### src/rtl/instr_issue_sequencer_if.sv
// Issue handshake bundle between the sequencer (master) and the pipeline (slave).
interface instr_issue_sequencer_if;
   logic       issue_valid;
   logic [2:0] issue_sel;
   logic       issue_ready;

   modport master (output issue_valid, output issue_sel, input issue_ready);
   modport slave  (input issue_valid, input issue_sel, output issue_ready);
endinterface

### src/rtl/instr_issue_sequencer.sv
// Button-driven instruction issue sequencer: synchronise go, decode board selection, issue, drain.
// Optional go debounce is compiled in with `define ISSUE_SEQ_DEBOUNCE_EN.
//
// state   | meaning
// S_IDLE  | waiting for a go press
// S_ISSUE | selector presented, waiting for issue_ready
// S_DRAIN | counting PIPE_DEPTH drain cycles
// S_DONE  | one-cycle completion, bumps issue_count
// S_ERR   | last latched selection was invalid
module instr_issue_sequencer #(
   parameter int PIPE_DEPTH      = 5,
   parameter int DEBOUNCE_CYCLES = 16
) (
   input  logic                     clk,
   input  logic                     reset,
   input  logic [3:0]               switches,
   input  logic [2:0]               buttons,
   input  logic                     go,
   instr_issue_sequencer_if.master  issue,
   output logic                     busy,
   output logic                     done,
   output logic                     err,
   output logic [7:0]               issue_count
);
   localparam int CNT_W = (PIPE_DEPTH > 1) ? $clog2(PIPE_DEPTH) : 1;
   localparam logic [CNT_W-1:0] DRAIN_LOAD = CNT_W'(PIPE_DEPTH - 1);

   typedef enum logic [2:0] {S_IDLE, S_ISSUE, S_DRAIN, S_DONE, S_ERR} state_t;

   state_t           r_state;
   state_t           w_next;
   logic             r_go_meta;
   logic             r_go_sync;
   logic             r_go_prev;
   logic             w_go_lvl;
   logic             w_go_pulse;
   logic [2:0]       r_sel;
   logic [2:0]       w_dec_sel;
   logic             w_dec_valid;
   logic [CNT_W-1:0] r_drain_cnt;
   logic [7:0]       r_issue_count;

   always_ff @(posedge clk) begin
      if (reset) begin
         r_go_meta <= 1'b0;
         r_go_sync <= 1'b0;
         r_go_prev <= 1'b0;
      end else begin
         r_go_meta <= go;
         r_go_sync <= r_go_meta;
         r_go_prev <= w_go_lvl;
      end
   end

`ifdef ISSUE_SEQ_DEBOUNCE_EN
   localparam int DB_W = (DEBOUNCE_CYCLES > 1) ? $clog2(DEBOUNCE_CYCLES) : 1;
   logic [DB_W-1:0] r_db_cnt;
   logic            r_go_db;

   // Level flips only after the synchronised input disagrees for DEBOUNCE_CYCLES in a row.
   always_ff @(posedge clk) begin
      if (reset) begin
         r_db_cnt <= '0;
         r_go_db  <= 1'b0;
      end else if (r_go_sync == r_go_db) begin
         r_db_cnt <= '0;
      end else if (r_db_cnt == DB_W'(DEBOUNCE_CYCLES - 1)) begin
         r_db_cnt <= '0;
         r_go_db  <= r_go_sync;
      end else begin
         r_db_cnt <= r_db_cnt + 1'b1;
      end
   end
   assign w_go_lvl = r_go_db;
`else
   // Parameter still referenced so both builds share one instance signature.
   assign w_go_lvl = r_go_sync & (DEBOUNCE_CYCLES >= 0);
`endif

   assign w_go_pulse = w_go_lvl & ~r_go_prev;

   always_comb begin
      w_dec_valid = 1'b1;
      w_dec_sel   = 3'd0;
      case (switches)
         4'b1000: w_dec_sel = 3'd0;
         4'b0100: w_dec_sel = 3'd1;
         4'b0010: w_dec_sel = 3'd2;
         4'b0001: begin
            case (buttons)
               3'b010:  w_dec_sel = 3'd3;
               3'b110:  w_dec_sel = 3'd4;
               3'b000:  w_dec_sel = 3'd5;
               3'b001:  w_dec_sel = 3'd6;
               3'b111:  w_dec_sel = 3'd7;
               default: w_dec_valid = 1'b0;
            endcase
         end
         default: w_dec_valid = 1'b0;
      endcase
   end

   always_comb begin
      w_next = r_state;
      case (r_state)
         S_IDLE, S_ERR: begin
            if (w_go_pulse) w_next = w_dec_valid ? S_ISSUE : S_ERR;
         end
         S_ISSUE: if (issue.issue_ready) w_next = S_DRAIN;
         S_DRAIN: if (r_drain_cnt == '0) w_next = S_DONE;
         S_DONE:  w_next = S_IDLE;
         default: w_next = S_IDLE;
      endcase
   end

   always_ff @(posedge clk) begin
      if (reset) begin
         r_state       <= S_IDLE;
         r_sel         <= 3'd0;
         r_drain_cnt   <= '0;
         r_issue_count <= 8'd0;
      end else begin
         r_state <= w_next;
         if ((r_state == S_IDLE || r_state == S_ERR) && w_go_pulse) r_sel <= w_dec_sel;
         if (r_state == S_ISSUE && issue.issue_ready) begin
            r_drain_cnt <= DRAIN_LOAD;
         end else if (r_state == S_DRAIN && r_drain_cnt != '0) begin
            r_drain_cnt <= r_drain_cnt - 1'b1;
         end
         if (r_state == S_DONE) r_issue_count <= r_issue_count + 8'd1;
      end
   end

   assign issue.issue_valid = (r_state == S_ISSUE);
   assign issue.issue_sel   = (r_state == S_ISSUE) ? r_sel : 3'd0;
   assign busy              = (r_state == S_ISSUE) || (r_state == S_DRAIN) || (r_state == S_DONE);
   assign done              = (r_state == S_DONE);
   assign err               = (r_state == S_ERR);
   assign issue_count       = r_issue_count;
endmodule

### src/flat_wrapper.sv
// flat-port wrapper written by rule: the top's interface ports become plain ports
module instr_issue_sequencer_flat 
#(
   parameter int PIPE_DEPTH      = 5,
   parameter int DEBOUNCE_CYCLES = 16
)
  (clk, reset, switches, buttons, go, busy, done, err, issue_count, issue_issue_valid, issue_issue_sel, issue_issue_ready);
  instr_issue_sequencer_if issue_i ();
  input  logic clk;
  input  logic reset;
  input  logic [3:0] switches;
  input  logic [2:0] buttons;
  input  logic go;
  output logic busy;
  output logic done;
  output logic err;
  output logic [7:0] issue_count;
  output wire logic [$bits(issue_i.issue_valid)-1:0] issue_issue_valid;
  output wire logic [$bits(issue_i.issue_sel)-1:0] issue_issue_sel;
  input wire logic [$bits(issue_i.issue_ready)-1:0] issue_issue_ready;
  assign issue_issue_valid = issue_i.issue_valid;
  assign issue_issue_sel = issue_i.issue_sel;
  assign issue_i.issue_ready = issue_issue_ready;
  instr_issue_sequencer #(.PIPE_DEPTH(PIPE_DEPTH), .DEBOUNCE_CYCLES(DEBOUNCE_CYCLES)) u_core (.clk(clk), .reset(reset), .switches(switches), .buttons(buttons), .go(go), .issue(issue_i), .busy(busy), .done(done), .err(err), .issue_count(issue_count));
endmodule
### config.mk
export PLATFORM = sky130hd
export DESIGN_NAME = instr_issue_sequencer_flat
export DESIGN_NICKNAME = d
export VERILOG_FILES = /design/src/rtl/instr_issue_sequencer_if.sv /design/src/rtl/instr_issue_sequencer.sv /design/src/flat_wrapper.sv
export SDC_FILE = /design/constraint.sdc
export NUM_CORES = 1
export LEC_CHECK = 0
export BUFFER_PORTS_ARGS = -buffer_cell sky130_fd_sc_hd__buf_2
export CORE_MARGIN = 2
export CORE_UTILIZATION = 50
export CTS_CLUSTER_DIAMETER = 50
export DETAILED_ROUTE_END_ITERATION = 6
export GPL_ROUTABILITY_DRIVEN = 0
export PLACE_DENSITY_LB_ADDON = 0.08
export SYNTH_ARGS = -nofsm -noshare
export SYNTH_HDL_FRONTEND = slang
export SYNTH_SLANG_ARGS = --single-unit
### constraint.sdc
create_clock -name clk -period 2.2 [get_ports clk]
set_clock_uncertainty 0.1 [all_clocks]
set_input_delay 0.55 -clock clk [delete_from_list [all_inputs] [get_ports clk]]
set_output_delay 0.55 -clock clk [all_outputs]
set_load 0.02 [all_outputs]
==> results.md <==
* RR Startpoint: u_core.r_go_prev
* H-tree depth at 1
* Fin crit share at 0.927
* GRT Util Overall at 0.184
* Die area at 0.00243 mm²
* Clk buf depth at 2
* Main synth FF type: dfxtp_1
* 1st-pass router iterations at 5
* Clock insertion delay at the later pin of the skew report at roughly 0.30 ns
* Largest family of logic cells by synthesized area: simple AND/OR/NAND/NOR gates
* Syn_area_per_cell at 8.98 µm²
* DRT antenna net count at 0
* Multi-input logic area at 602 µm²
* Hold path endpoint: u_core.r_sel[2]
* Initial antenna violation count at 0
* # DRC at 0
* CTS Sinks at 20
* CTS Buf Count at 3
* Post-Syn Area at 0.00102 mm²
* Total power at ~650 µW
* Share of Yosys cell area claimed by the top area cell type at 0.391
* Largest cells by area after synthesis: dfxtp_1 39%, xor2_1 6.8%, nor2_1 4.4%
* Most common cell in the netlist: dfxtp_1
* First-pass GRT wire length at 3550 µm
* Worst Setup Start Kind: register
* Total global routing overflow at 0
* Final setup fails at 0
* Hold depth at 2
* Rel. slew slack at 0.662
* Clk slew on worst S/H paths at 0.11 ns
* Layout area overhead at 19.9%
* Via count at 890
* # IOs at 26
* Nets at 157
* Syn. warnings at 0
* Fillers at ~170
* Post-Synth Adder-Cell Area at 0.0367
* Synthesized flop and latch total at 20
* Final Cell Area at 0.00123 mm²
* Hold Buf Count CTS at 0
* Post-Layout Cell Count at 169
* PD cells at about 530 mW/mm²
* Mux share of post-synthesis cell area at 0.0244
* HP Start: u_core.r_sel[2]
* Core Region at 0.00194 mm²
* Synth top cells by count: 20 x dfxtp_1, 12 x nor2_1, 8 x xor2_1
* Asr flop ratio synth at 0
* Iteration-0 DRC Markers at 20
* Synth Instances at 114
* Worst hold-check path type: reg -> reg
* Slew Viols, Final at 0
* Synth cell types at 37
* Peak VDD IR at 0.343 mV
* LEAKAGE at about 0.53 nW
* Setup TNS Final at 0 ns
* Largest net degree at the start of global routing at 20
* Placed instance count at 163
* Post-synth EDFFs at 0
* Critical path class: reg -> out
* Top cell type by total area after synthesis: dfxtp_1
* Area after DPL at 0.00117 mm²
* PortBufs at 25
* R2R Path End: u_core.r_sel[1]
* Crit path arrival time at 1.39 ns
* Sequential Area at 400 µm²
* Worst slew pin tran at 0.501 ns
* RSZ-0062 raised after global routing: false
* Complex-gate fraction of the synthesized area at 0.110
* R2R Setup Slk at 0.62 ns
* DIE WIDTH at 49.2 µm
* Crit path from: u_core.r_state[0]
* Antenna fix cells at 0
* Die height at 49.2 µm
* Final wirelength at 2070 µm
* Vias in the first global route at 837
* Max Freq at just under 0.5 GHz
* Net Count, Synth at 128
* Crit path max fanout at 8
* CP Data Required Time at 1.55 ns
* Final hold vios at 0
* Final min period at ~2.0 ns
* Fraction of layout instances using a drive strength above 1 at 0.268
* Cell depth of the worst flop-to-flop path at 4
* Xor-xnor portion of the synthesized cell area at 0.103
* Detailed Place HPWL at 1520 µm
* Simple-gate share of the synthesized area at 0.308
* FP Rows at 16
* Sequential area share after synthesis at 0.391
* Initial core utilization at 0.527
* Routed len/inst at between 10 and 15 µm
* MaxCap Viol Count at 0
* Status: completed
* CTS tree: yes
* Clk root buf: clkbuf_4
* Vias per std cell at 5.27
* Critical Path Sink Type: primary output
-- critical path: stages (launching register included) --
cell and delay [ns]:
dfxtp_1 0.49, nor3b_4 0.28, and2_1 0.16, buf_2 0.16
-- area by class of cell --
| class | count | share of cell area |
|---|---|---|
| sequential | 20 | 0.326 |
| timing repair buffer | 27 | 0.114 |
| inverter | 4 | 0.0122 |
| multi-input combinational | 87 | 0.490 |
| clock buffer | 4 | 0.0296 |
| tap | 27 | 0.0275 |
-- sequential cells by signal, indices dropped and copies added (netlist names) --
register            count
u_core.issue_count      8
u_core.r_drain_cnt      3
u_core.r_go_meta        1
u_core.r_state          3
u_core.r_go_sync        1
u_core.r_sel            3
u_core.r_go_prev        1
-- through the flow --
step	hold slack, ns	worst slack [ns]	utilization
6_report	0.364	0.161	0.632
3_5_place_dp	0.345	0.314	0.602
5_1_grt	0.368	0.0594	0.632
4_1_cts	0.361	0.0528	0.624
3_3_place_gp	0.317	0.349	0.602
2_1_floorplan	0.314	0.265	-
-- power by group --
group / internal [mW] / total, mW / switching, mW
Clock: 0.101 / 0.214 / 0.113
Sequential: 0.368 / 0.374 / 0.00610
Combinational: 0.0266 / 0.0628 / 0.0362
-- kinds of logic after synthesis --
family / count (synthesis)
muxes: 2
adders and majority gates: 3
and+or+nand+nor: 53
DFF: 20
AOI/OAI and AO/OA: 17
buffers and inverters: 7
xor gates and xnor gates: 12
-- how the worst max path moves through the flow --
stage	slack (ns)	endpoint
after floorplan	0.27	issue_issue_sel[0]
after global placement	0.35	issue_issue_sel[1]
after detailed placement	0.31	u_core.r_state[0]
after CTS	0.05	issue_issue_sel[1]
after global routing	0.06	issue_issue_sel[2]
final	0.16	issue_issue_sel[1]
-- cell usage in the layout (no fill, tap or decap), types with 2 or more instances in the layout --
cell type  count
o21ai_0        2
a21oi_1        7
nand2b_1       3
inv_1          4
nand3_1        5
xor2_1         8
dfxtp_1       20
ha_1           3
nand3b_1       2
clkbuf_4       3
xnor2_1        4
nor4b_1        2
nand4_1        5
buf_4          2
nor2_1        12
a211oi_1       2
and3_1         3
nand2_1        5
nor2b_1        3
nor3b_4        2
buf_2         25
and2_1         4
-- layer usage --
metal,part of all wire,global-route usage,vias to the layer above
met3,0.039,0.0399,0
met4,0,0.0667,0
met5,0,0,-
met2,0.49,0.304,19
met1,0.47,0.234,415
li1,-,-,456
-- timing repair --
item,in CTS,in global routing
endpoints found under the hold margin,0,0
setup endpoints to repair,3,3
gates resized for setup,1,0
pin swaps,0,0
setup buffers,0,2
gates cloned,0,0
No activity file was read; power rests on OpenSTA's default activity.
